File: src/rtl/decode_issue_stage.sv
// decode_issue_stage: RV32I instruction decode with register-file operand capture,
// same-cycle write-back bypass, a pending-load scoreboard and a registered ID/EX slot.
module decode_issue_stage #(
    parameter int XLEN   = 32,
    parameter int REG_AW = 5
) (
    input  logic              clk,
    input  logic              rst,
    input  logic              if_valid_i,
    input  logic [31:0]       if_instr_i,
    input  logic [XLEN-1:0]   if_pc_i,
    output logic              id_ready_o,
    output logic [REG_AW-1:0] rs1_o,
    output logic [REG_AW-1:0] rs2_o,
    input  logic [XLEN-1:0]   rs1_data_i,
    input  logic [XLEN-1:0]   rs2_data_i,
    input  logic              wb_we_i,
    input  logic [REG_AW-1:0] wb_rd_i,
    input  logic [XLEN-1:0]   wb_data_i,
    input  logic              ex_ready_i,
    input  logic              ex_flush_i,
    output logic              ex_valid_o,
    output logic [XLEN-1:0]   ex_pc_o,
    output logic [31:0]       ex_instr_o,
    output logic [XLEN-1:0]   ex_imm_o,
    output logic [XLEN-1:0]   ex_rs1_val_o,
    output logic [XLEN-1:0]   ex_rs2_val_o,
    output logic [REG_AW-1:0] ex_rd_o,
    output logic              ex_rd_we_o,
    output logic              ex_is_load_o,
    output logic              ex_is_store_o,
    output logic              ex_illegal_o
);
    localparam int NREG = 2 ** REG_AW;

    localparam logic [6:0] OPC_LUI    = 7'b0110111;
    localparam logic [6:0] OPC_AUIPC  = 7'b0010111;
    localparam logic [6:0] OPC_JAL    = 7'b1101111;
    localparam logic [6:0] OPC_JALR   = 7'b1100111;
    localparam logic [6:0] OPC_BRANCH = 7'b1100011;
    localparam logic [6:0] OPC_LOAD   = 7'b0000011;
    localparam logic [6:0] OPC_STORE  = 7'b0100011;
    localparam logic [6:0] OPC_OPIMM  = 7'b0010011;
    localparam logic [6:0] OPC_OP     = 7'b0110011;

    logic [6:0]        opcode_s;
    logic [REG_AW-1:0] rs1_s, rs2_s, rd_s;
    logic              uses_rs1_s, uses_rs2_s, wr_class_s, writes_rd_s;
    logic              is_load_s, is_store_s, illegal_s;
    logic [31:0]       imm32_s;
    logic [XLEN-1:0]   imm_s, op1_s, op2_s;
    logic [NREG-1:0]   sb_q, sb_d, wb_clr_s, flush_clr_s, set_s, eff_s;
    logic              hazard_s, id_ready_s, issue_s;

    logic              ex_valid_q, ex_valid_d;
    logic [XLEN-1:0]   ex_pc_q, ex_imm_q, ex_rs1_val_q, ex_rs2_val_q;
    logic [31:0]       ex_instr_q;
    logic [REG_AW-1:0] ex_rd_q;
    logic              ex_rd_we_q, ex_is_load_q, ex_is_store_q, ex_illegal_q;

    // Operand selection: x0 reads zero, a matching write-back wins over the register file.
    function automatic logic [XLEN-1:0] bypass(input logic [REG_AW-1:0] idx,
                                               input logic [XLEN-1:0]   rf_data,
                                               input logic              we,
                                               input logic [REG_AW-1:0] wrd,
                                               input logic [XLEN-1:0]   wdata);
        logic [XLEN-1:0] val;
        if (idx == {REG_AW{1'b0}}) begin
            val = {XLEN{1'b0}};
        end else if (we && (wrd == idx)) begin
            val = wdata;
        end else begin
            val = rf_data;
        end
        return val;
    endfunction

    assign opcode_s = if_instr_i[6:0];
    assign rd_s     = if_instr_i[11:7];
    assign rs1_s    = if_instr_i[19:15];
    assign rs2_s    = if_instr_i[24:20];

    // Opcode decode: register usage, class flags and the raw 32-bit immediate.
    always_comb begin
        uses_rs1_s = 1'b0;
        uses_rs2_s = 1'b0;
        wr_class_s = 1'b0;
        is_load_s  = 1'b0;
        is_store_s = 1'b0;
        illegal_s  = 1'b0;
        imm32_s    = 32'd0;
        case (opcode_s)
            OPC_LUI, OPC_AUIPC: begin
                wr_class_s = 1'b1;
                imm32_s    = {if_instr_i[31:12], 12'd0};
            end
            OPC_JAL: begin
                wr_class_s = 1'b1;
                imm32_s    = {{11{if_instr_i[31]}}, if_instr_i[31], if_instr_i[19:12],
                              if_instr_i[20], if_instr_i[30:21], 1'b0};
            end
            OPC_JALR, OPC_OPIMM: begin
                uses_rs1_s = 1'b1;
                wr_class_s = 1'b1;
                imm32_s    = {{20{if_instr_i[31]}}, if_instr_i[31:20]};
            end
            OPC_LOAD: begin
                uses_rs1_s = 1'b1;
                wr_class_s = 1'b1;
                is_load_s  = 1'b1;
                imm32_s    = {{20{if_instr_i[31]}}, if_instr_i[31:20]};
            end
            OPC_BRANCH: begin
                uses_rs1_s = 1'b1;
                uses_rs2_s = 1'b1;
                imm32_s    = {{19{if_instr_i[31]}}, if_instr_i[31], if_instr_i[7],
                              if_instr_i[30:25], if_instr_i[11:8], 1'b0};
            end
            OPC_STORE: begin
                uses_rs1_s = 1'b1;
                uses_rs2_s = 1'b1;
                is_store_s = 1'b1;
                imm32_s    = {{20{if_instr_i[31]}}, if_instr_i[31:25], if_instr_i[11:7]};
            end
            OPC_OP: begin
                uses_rs1_s = 1'b1;
                uses_rs2_s = 1'b1;
                wr_class_s = 1'b1;
            end
            default: begin
                illegal_s = 1'b1;
            end
        endcase
    end

    assign writes_rd_s = wr_class_s && (rd_s != {REG_AW{1'b0}});
    assign imm_s       = XLEN'($signed(imm32_s));
    assign op1_s       = bypass(rs1_s, rs1_data_i, wb_we_i, wb_rd_i, wb_data_i);
    assign op2_s       = bypass(rs2_s, rs2_data_i, wb_we_i, wb_rd_i, wb_data_i);

    // Scoreboard release/set vectors: WB release, killed-load release, new-load set.
    always_comb begin
        wb_clr_s    = {NREG{1'b0}};
        flush_clr_s = {NREG{1'b0}};
        set_s       = {NREG{1'b0}};
        if (wb_we_i) begin
            wb_clr_s[wb_rd_i] = 1'b1;
        end else begin
            wb_clr_s = {NREG{1'b0}};
        end
        if (ex_flush_i && ex_valid_q && ex_is_load_q) begin
            flush_clr_s[ex_rd_q] = 1'b1;
        end else begin
            flush_clr_s = {NREG{1'b0}};
        end
        if (issue_s && is_load_s && writes_rd_s) begin
            set_s[rd_s] = 1'b1;
        end else begin
            set_s = {NREG{1'b0}};
        end
    end

    assign eff_s      = sb_q & ~wb_clr_s;
    assign hazard_s   = (uses_rs1_s & eff_s[rs1_s]) | (uses_rs2_s & eff_s[rs2_s]) |
                        (writes_rd_s & eff_s[rd_s]);
    assign id_ready_s = ~hazard_s & (~ex_valid_q | ex_ready_i) & ~ex_flush_i;
    assign issue_s    = if_valid_i & id_ready_s;

    // Scoreboard next state: a younger load's set wins over any same-edge release; x0 never pending.
    always_comb begin
        sb_d    = (sb_q & ~wb_clr_s & ~flush_clr_s) | set_s;
        sb_d[0] = 1'b0;
    end

    // Slot valid next state: flush kills, issue fills, consumption without issue leaves a bubble.
    always_comb begin
        ex_valid_d = ex_valid_q;
        if (ex_flush_i) begin
            ex_valid_d = 1'b0;
        end else if (issue_s) begin
            ex_valid_d = 1'b1;
        end else if (ex_ready_i) begin
            ex_valid_d = 1'b0;
        end else begin
            ex_valid_d = ex_valid_q;
        end
    end

    // Scoreboard and slot-valid registers.
    always_ff @(posedge clk or posedge rst) begin
        if (rst) begin
            sb_q       <= {NREG{1'b0}};
            ex_valid_q <= 1'b0;
        end else begin
            sb_q       <= sb_d;
            ex_valid_q <= ex_valid_d;
        end
    end

    // ID/EX payload: loaded only on issue, otherwise held stable.
    always_ff @(posedge clk or posedge rst) begin
        if (rst) begin
            ex_pc_q       <= {XLEN{1'b0}};
            ex_instr_q    <= 32'd0;
            ex_imm_q      <= {XLEN{1'b0}};
            ex_rs1_val_q  <= {XLEN{1'b0}};
            ex_rs2_val_q  <= {XLEN{1'b0}};
            ex_rd_q       <= {REG_AW{1'b0}};
            ex_rd_we_q    <= 1'b0;
            ex_is_load_q  <= 1'b0;
            ex_is_store_q <= 1'b0;
            ex_illegal_q  <= 1'b0;
        end else if (issue_s) begin
            ex_pc_q       <= if_pc_i;
            ex_instr_q    <= if_instr_i;
            ex_imm_q      <= imm_s;
            ex_rs1_val_q  <= op1_s;
            ex_rs2_val_q  <= op2_s;
            ex_rd_q       <= rd_s;
            ex_rd_we_q    <= writes_rd_s;
            ex_is_load_q  <= is_load_s;
            ex_is_store_q <= is_store_s;
            ex_illegal_q  <= illegal_s;
        end
    end

    assign id_ready_o    = id_ready_s;
    assign rs1_o         = rs1_s;
    assign rs2_o         = rs2_s;
    assign ex_valid_o    = ex_valid_q;
    assign ex_pc_o       = ex_pc_q;
    assign ex_instr_o    = ex_instr_q;
    assign ex_imm_o      = ex_imm_q;
    assign ex_rs1_val_o  = ex_rs1_val_q;
    assign ex_rs2_val_o  = ex_rs2_val_q;
    assign ex_rd_o       = ex_rd_q;
    assign ex_rd_we_o    = ex_rd_we_q;
    assign ex_is_load_o  = ex_is_load_q;
    assign ex_is_store_o = ex_is_store_q;
    assign ex_illegal_o  = ex_illegal_q;

endmodule

File: config.mk
export PLATFORM = sky130hd
export DESIGN_NAME = decode_issue_stage
export DESIGN_NICKNAME = d
export VERILOG_FILES = /design/src/rtl/decode_issue_stage.sv
export SDC_FILE = /design/constraint.sdc
export NUM_CORES = 1
export LEC_CHECK = 0
export BUFFER_PORTS_ARGS = -buffer_cell sky130_fd_sc_hd__buf_2
export CAP_MARGIN = 20
export CORE_MARGIN = 2
export CORE_UTILIZATION = 40
export CTS_CLUSTER_DIAMETER = 100
export DETAILED_ROUTE_END_ITERATION = 12
export PLACE_DENSITY = 0.65
export RECOVER_POWER = 25
export SETUP_SLACK_MARGIN = 0.1
export SYNTH_ARGS = -nofsm -noshare
export SYNTH_HDL_FRONTEND = slang
export SYNTH_SLANG_ARGS = --single-unit
File: constraint.sdc
create_clock -name clk -period 5.6 [get_ports clk]
set_input_delay 0.28 -clock clk [delete_from_list [all_inputs] [get_ports clk]]
set_output_delay 0.28 -clock clk [all_outputs]
set_load 0.01 [all_outputs]
=== Word-level counts from Yosys, hierarchy flattened ===
Index checks and enable logic that the tools add are counted.
W data, S select, Z words.

* Equal/unequal tests: 11
* Order comparisons: 8
* Bitwise operators: 17
* Mux-type cells: 29
* Reduce and logical (&&, ||, !) cells: 20

{| class="wikitable"
|+ Operators with widths
! kind !! count
|-
| $mux W32 || 7
|-
| $pmux W32 S5 || 1
|-
| $and A32 B32 Y32 || 2
|-
| $not A32 Y32 || 2
|-
| $or A32 B32 Y32 || 1
|-
| $lt A5 B6 Y1 const B || 5
|-
| $eq A7 B6 Y1 const B || 3
|-
| $eq A7 B7 Y1 const B || 3
|-
| $bmux W1 S5 || 3
|-
| $demux W1 S5 || 3
|-
| $ge A5 B1 Y1 const B || 3
|-
| $mux W1 || 15
|-
| $eq A7 B5 Y1 const B || 2
|-
| $eq A5 B5 Y1 || 2
|-
| $logic_and A1 B1 Y1 || 10
|-
| $logic_not A5 Y1 || 2
|-
| $reduce_or A9 Y1 || 1
|-
| $eq A7 B2 Y1 const B || 1
|-
| $reduce_or A7 Y1 || 1
|-
| $and A1 B1 Y1 || 6
|-
| $reduce_or A3 Y1 || 2
|-
| $reduce_or A6 Y1 || 1
|-
| $reduce_bool A5 Y1 || 1
|-
| $not A1 Y1 || 3
|-
| 3 further kinds || 5
|}

* Input bits: 171
* Word-level logic and storage cells: 97
* Bits in registers: 201

=== Depth between registers and ports, before layout ===
* Word-level depth: 20
* Mapped depth: 12
* Depth with buffers taken out: 8

=== Worst setup path after synthesis ===
Ideal clock, no wire load.

* Kind: input -> register
* From: input port wb_rd_i[2]
* To: register ex_pc_q[0], in the netlist ex_pc_o[0]
* Setup slack: 2.721 ns
* Stages: 11
* Data arrival time: 2.754 ns
* Cells stage by stage: buf_2 or4b_4 o21a_1 or3b_1 nand4_1 o211ai_1 a22oi_2 nand4_2 buf_6 buf_4 mux2_4

* Word-level cells in the longest chain between the ends: 16
* Elaborated cells on any way between the ends: 23

{| class="wikitable"
|+ RTL lines
! element !! line !! source
|-
| start, declared || 18 || <nowiki>input logic [REG_AW-1:0] wb_rd_i,</nowiki>
|-
| $lt A5 B6 Y1 (implied by the code) / $ge A5 B1 Y1 (equally long branches) || 147 || <nowiki>wb_clr_s[wb_rd_i] = 1'b1;</nowiki>
|-
| $logic_and A1 B1 Y1 (implied by the code) || 147 ||
|-
| $mux W1 (implied by the code) || 147 ||
|-
| $demux W1 S5 * || 147 ||
|-
| $mux W32 * || 146 || <nowiki>if (wb_we_i) begin</nowiki>
|-
| $not A32 Y32 * || 163 || <nowiki>assign eff_s = sb_q & ~wb_clr_s;</nowiki>
|-
| $and A32 B32 Y32 * || 163 ||
|-
| $bmux W1 S5 || 164 || <nowiki>assign hazard_s = (uses_rs1_s & eff_s[rs1_s]) | (uses_rs2_s & eff_s[rs2_s]) |</nowiki>
|-
| $mux W1 (implied by the code) || 164 ||
|-
| $and A1 B1 Y1 || 164 ||
|-
| $or A1 B1 Y1 || 164 ||
|-
| $or A1 B1 Y1 * || 164 ||
|-
| $not A1 Y1 * || 166 || <nowiki>assign id_ready_s = ~hazard_s & (~ex_valid_q | ex_ready_i) & ~ex_flush_i;</nowiki>
|-
| $and A1 B1 Y1 * (2 in a row) || 166 ||
|-
| $and A1 B1 Y1 * || 167 || <nowiki>assign issue_s = if_valid_i & id_ready_s;</nowiki>
|-
| end signal, assigned || 203 || <nowiki>ex_pc_q <= {XLEN{1'b0}};</nowiki>
|-
| end signal, assigned || 214 || <nowiki>ex_pc_q <= if_pc_i;</nowiki>
|-
| end, declared || 56 || <nowiki>logic [XLEN-1:0] ex_pc_q, ex_imm_q, ex_rs1_val_q, ex_rs2_val_q;</nowiki>
|}

Mark *: on every way between the ends. The rest lies on a longest branch, timed or not. The select of a mux whose other input is x is not followed.
A chain may end at the register's enable or synchronous reset.

=== Worst setup path in the final report ===
* From: input port if_instr_i[21]
* To: register ex_pc_q[8], in the netlist ex_pc_o[8]

* Word-level cells in the longest chain between the ends: 9

{| class="wikitable"
|+ RTL lines
! element !! line !! source
|-
| start, declared || 10 || <nowiki>input logic [31:0] if_instr_i,</nowiki>
|-
| $bmux W1 S5 || 164 ||
|-
| $mux W1 (implied by the code) || 164 ||
|-
| $and A1 B1 Y1 || 164 ||
|-
| $or A1 B1 Y1 (2 in a row) || 164 ||
|-
| $not A1 Y1 || 166 ||
|-
| $and A1 B1 Y1 (2 in a row) || 166 ||
|-
| $and A1 B1 Y1 || 167 ||
|}

Every way passes these cells. The select of a mux whose other input is x is not followed.

==> run_results.csv <==
group,metric,value,unit
sta,setup_viol,0,
global_routing,antenna_found_initial,3,
clock_tree,post_cts_resize_count,0,
setup_path,cp-end-kind,"flop",
sta,rsz0062_at_grt,"no",
synthesis,async_flop_share,1.00,
synthesis,yosys.area.top_type,"dfrtp_1",
synthesis,syn_inst,966,
routing,drt_wl_total,35.0,mm
clock_tree,cts_buffers,17,
setup_path,startpoint_type,"primary input",
routing,ant_nets,0,
clock_tree,clk_pin_slew,0.09,ns
sta,finalSetupTns,0,ns
setup_path,path_max_fanout,103,
clock_tree,cts_sinks,196,
routing,routedWlPerCell,21.7,µm
synthesis,yosys_register_bits,196,
worst_hold_path,min_path_type,"in2reg",
floorplan,fp.dieH,170,µm
routing,drt-pass1-iter-count,5,
global_routing,grt_max_degree,104,
routing,num_vias,9056,
clock_tree,worstSkewPairLatency,0.44,ns
placement,post-dp-hpwl,25.2,mm
floorplan,start_util,0.407,
clock_tree,cts_hold_buffers,1,
synthesis,ys_seq_area_frac,0.447,
sta,fin_crit,3.50,ns
setup_path,worstSetupPathType,"in2reg",
synthesis,ys_top_cells_by_area,"dfrtp_1, mux2i_1, mux2_1, mux2_2, o41ai_2",
synthesis,yosysUniqueCellTypes,66,
pwr,p_leak,5.89,nW
synthesis,synth-edff-count,0,
sta,hold_slack,0.0417,ns
sta,fin_worst_skew,0.0222,ns
clock_tree,root_buffer,"clkbuf_16",
sta,drv_slew,0,
synthesis,ys_dominant_reg_cell,"dfrtp_1",
cells_and_area,drive_gt1_frac,0.313,
pwr,pwr_density_cell,288,mW/mm²
floorplan,num_rows,60,
synthesis,avgSynthCellArea,11.4,µm²
floorplan,core_area,0.0270,mm²
setup_path,required,5.91,ns
synthesis,yosysTopAreaCellShare,0.447,
clock_tree,cts_setup_buffers,0,
pwr,peakVddDrop,164,µV
floorplan,die-width,170,µm
global_routing,grt_overflow,0,
routing,vias_per_cell,5.62,
routing,drt_iter0_markers,703,
floorplan,ios,352,
global_routing,grt_pass1_vias,9182,
sta,timing.final.crit_share,0.624,
sta,max_freq,286,MHz
setup_path,critPathArrivalTime,3.81,ns
global_routing,grt_pass1_wl,53.6,mm
sta,worst_slew_pin_slew,1.40,ns
floorplan,die_area,0.0288,mm²
clock_tree,cts_tree,"yes",
synthesis,syn-num-nets,1137,
cells_and_area,area_growth,20.8,%
clock_tree,cts.htree.levels,4,
routing,drcViolationCount,0,
sta,max_slew_margin,0.0628,
placement,portBuffers,351,
sta,finalHoldViolations,0,
job,max-cap-violations,0,
clock_tree,cts.path.max_buffers,2,
synthesis,syn-cell-area,0.0110,mm²
status,status,"completed",
global_routing,gr-usage-all-layers,0.241,
placement,gp_congestion,0.906,
cells_and_area,fin_nets,1427,
synthesis,yosysWarnings,0,
-- critical path: stages --
cell and delay, ns:
clkbuf_1 0.96, xnor2_1 0.32, a311oi_1 0.15, a21oi_1 0.18, o221ai_1 0.18, or3_1 0.48, a22oi_2 0.24, nand4_4 0.16
buf_12 0.27, mux2_1 0.44
-- layout make-up --
cell class                      count  area (µm²)
Clock buffer                       19         453
Clock inverter                     13         151
Sequential cell                   196        4900
Fill cell                        2540       13700
Antenna cell                        1        2.50
Tap cell                          341         427
Inverter                           35         133
Multi-Input combinational cell    643        5460
Timing Repair Buffer              363        1730
-- synthesized netlist by cell type, types with 4 or more instances --
cell	instances
inv_1	35
o21ai_0	35
a21oi_1	29
nor3_1	6
o41ai_2	31
a22o_1	6
nor2b_1	7
nand3_1	7
nand2_1	36
nand2b_1	6
buf_4	18
o2111ai_1	4
dfrtp_1	196
buf_2	14
buf_6	11
nor2_1	83
mux2_2	61
mux2_1	80
o21bai_1	16
o21a_1	4
o221ai_1	7
xnor2_1	8
and3_1	4
nor4bb_1	5
a21o_1	9
mux4_2	8
nand4_1	9
nor3b_1	7
or2_2	5
o211ai_1	10
buf_1	5
mux2i_1	102
clkbuf_1	44
-- stage by stage --
step | utilization | instances | setup slack (ns) | area, µm² | total power [W]
global placement | 0.475 | 1577 | 1.88 | 12800 | 0.00259
global route | 0.492 | 1610 | 1.85 | 13300 | 0.00400
floorplan | - | 966 | 2.72 | 11000 | 0.00222
CTS | 0.497 | 1610 | 2.35 | 13400 | 0.00389
finish | 0.492 | 1611 | 2.10 | 13300 | 0.00382
detailed placement | 0.475 | 1577 | 1.87 | 12800 | 0.00261
-- where the power goes --
group	total, W	switching, W	internal, W
sequential	0.00173	0.000123	0.00161
clock	0.00128	0.000649	0.000627
combinational	0.000811	0.000473	0.000339
total	0.00382	0.00124	0.00258
-- cells by family (layout without fill, tap and decap cells) --
family,Yosys count,count (layout),share of synthesized area
muxes,253,253,0.257
AOI/OAI and AO/OA,175,175,0.133
and+or+nand+nor,204,204,0.0959
DFF,196,196,0.447
buffers and inverters,127,430,0.0587
xor gates and xnor gates,11,11,0.00878
other,0,1,0
-- flip-flops by register name, summed over array words and instances, names as in the netlist --
signal	count
ex_instr_o	32
ex_valid_o	1
ex_is_store_o	1
ex_rs1_val_o	32
ex_is_load_o	1
ex_illegal_o	1
ex_pc_o	32
ex_rs2_val_o	32
ex_rd_we_o	1
sb_q	31
ex_imm_o	32
-- layer usage --
| metal | global-route usage | vias up | part of all wire |
|---|---|---|---|
| li1 | - | 4076 | - |
| met5 | 0 | - | 0.00031 |
| met1 | 0.312 | 4499 | 0.41 |
| met3 | 0.0606 | 62 | 0.077 |
| met2 | 0.399 | 417 | 0.48 |
| met4 | 0.0725 | 2 | 0.026 |
-- cells in the final DEF (no fill, tap or decap), types with 8 or more instances in the layout --
cell / synthesis / layout
inv_1: 35 / 34
mux2i_1: 102 / 102
o21ai_0: 35 / 35
clkbuf_1: 44 / 114
dfrtp_1: 196 / 196
buf_2: 14 / 237
buf_4: 18 / 9
o21bai_1: 16 / 16
nor2_1: 83 / 82
nand2_1: 36 / 36
mux2_1: 80 / 80
clkbuf_16: 0 / 17
a21oi_1: 29 / 29
mux2_2: 61 / 61
a21o_1: 9 / 9
o41ai_2: 31 / 31
o211ai_1: 10 / 10
mux4_2: 8 / 8
nand4_1: 9 / 9
xnor2_1: 8 / 8
-- worst paths after layout --
path | start | endpoint | slack, ns | cells past startpoint
max | if_instr_i[21] | ex_pc_o[8] | 2.10 | 10
min | if_pc_i[22] | ex_pc_o[22] | 0.04 | 2
max reg2reg | sb_q[6] | ex_pc_o[8] | 2.56 | 8
min reg2reg | ex_rs2_val_o[2] | ex_rs2_val_o[2] | 0.49 | 1
max in group asynchronous | rst | ex_imm_o[1] | 3.39 | 4
min in group asynchronous | rst | ex_pc_o[17] | 0.71 | 3
(Power assumes the default switching activity.)
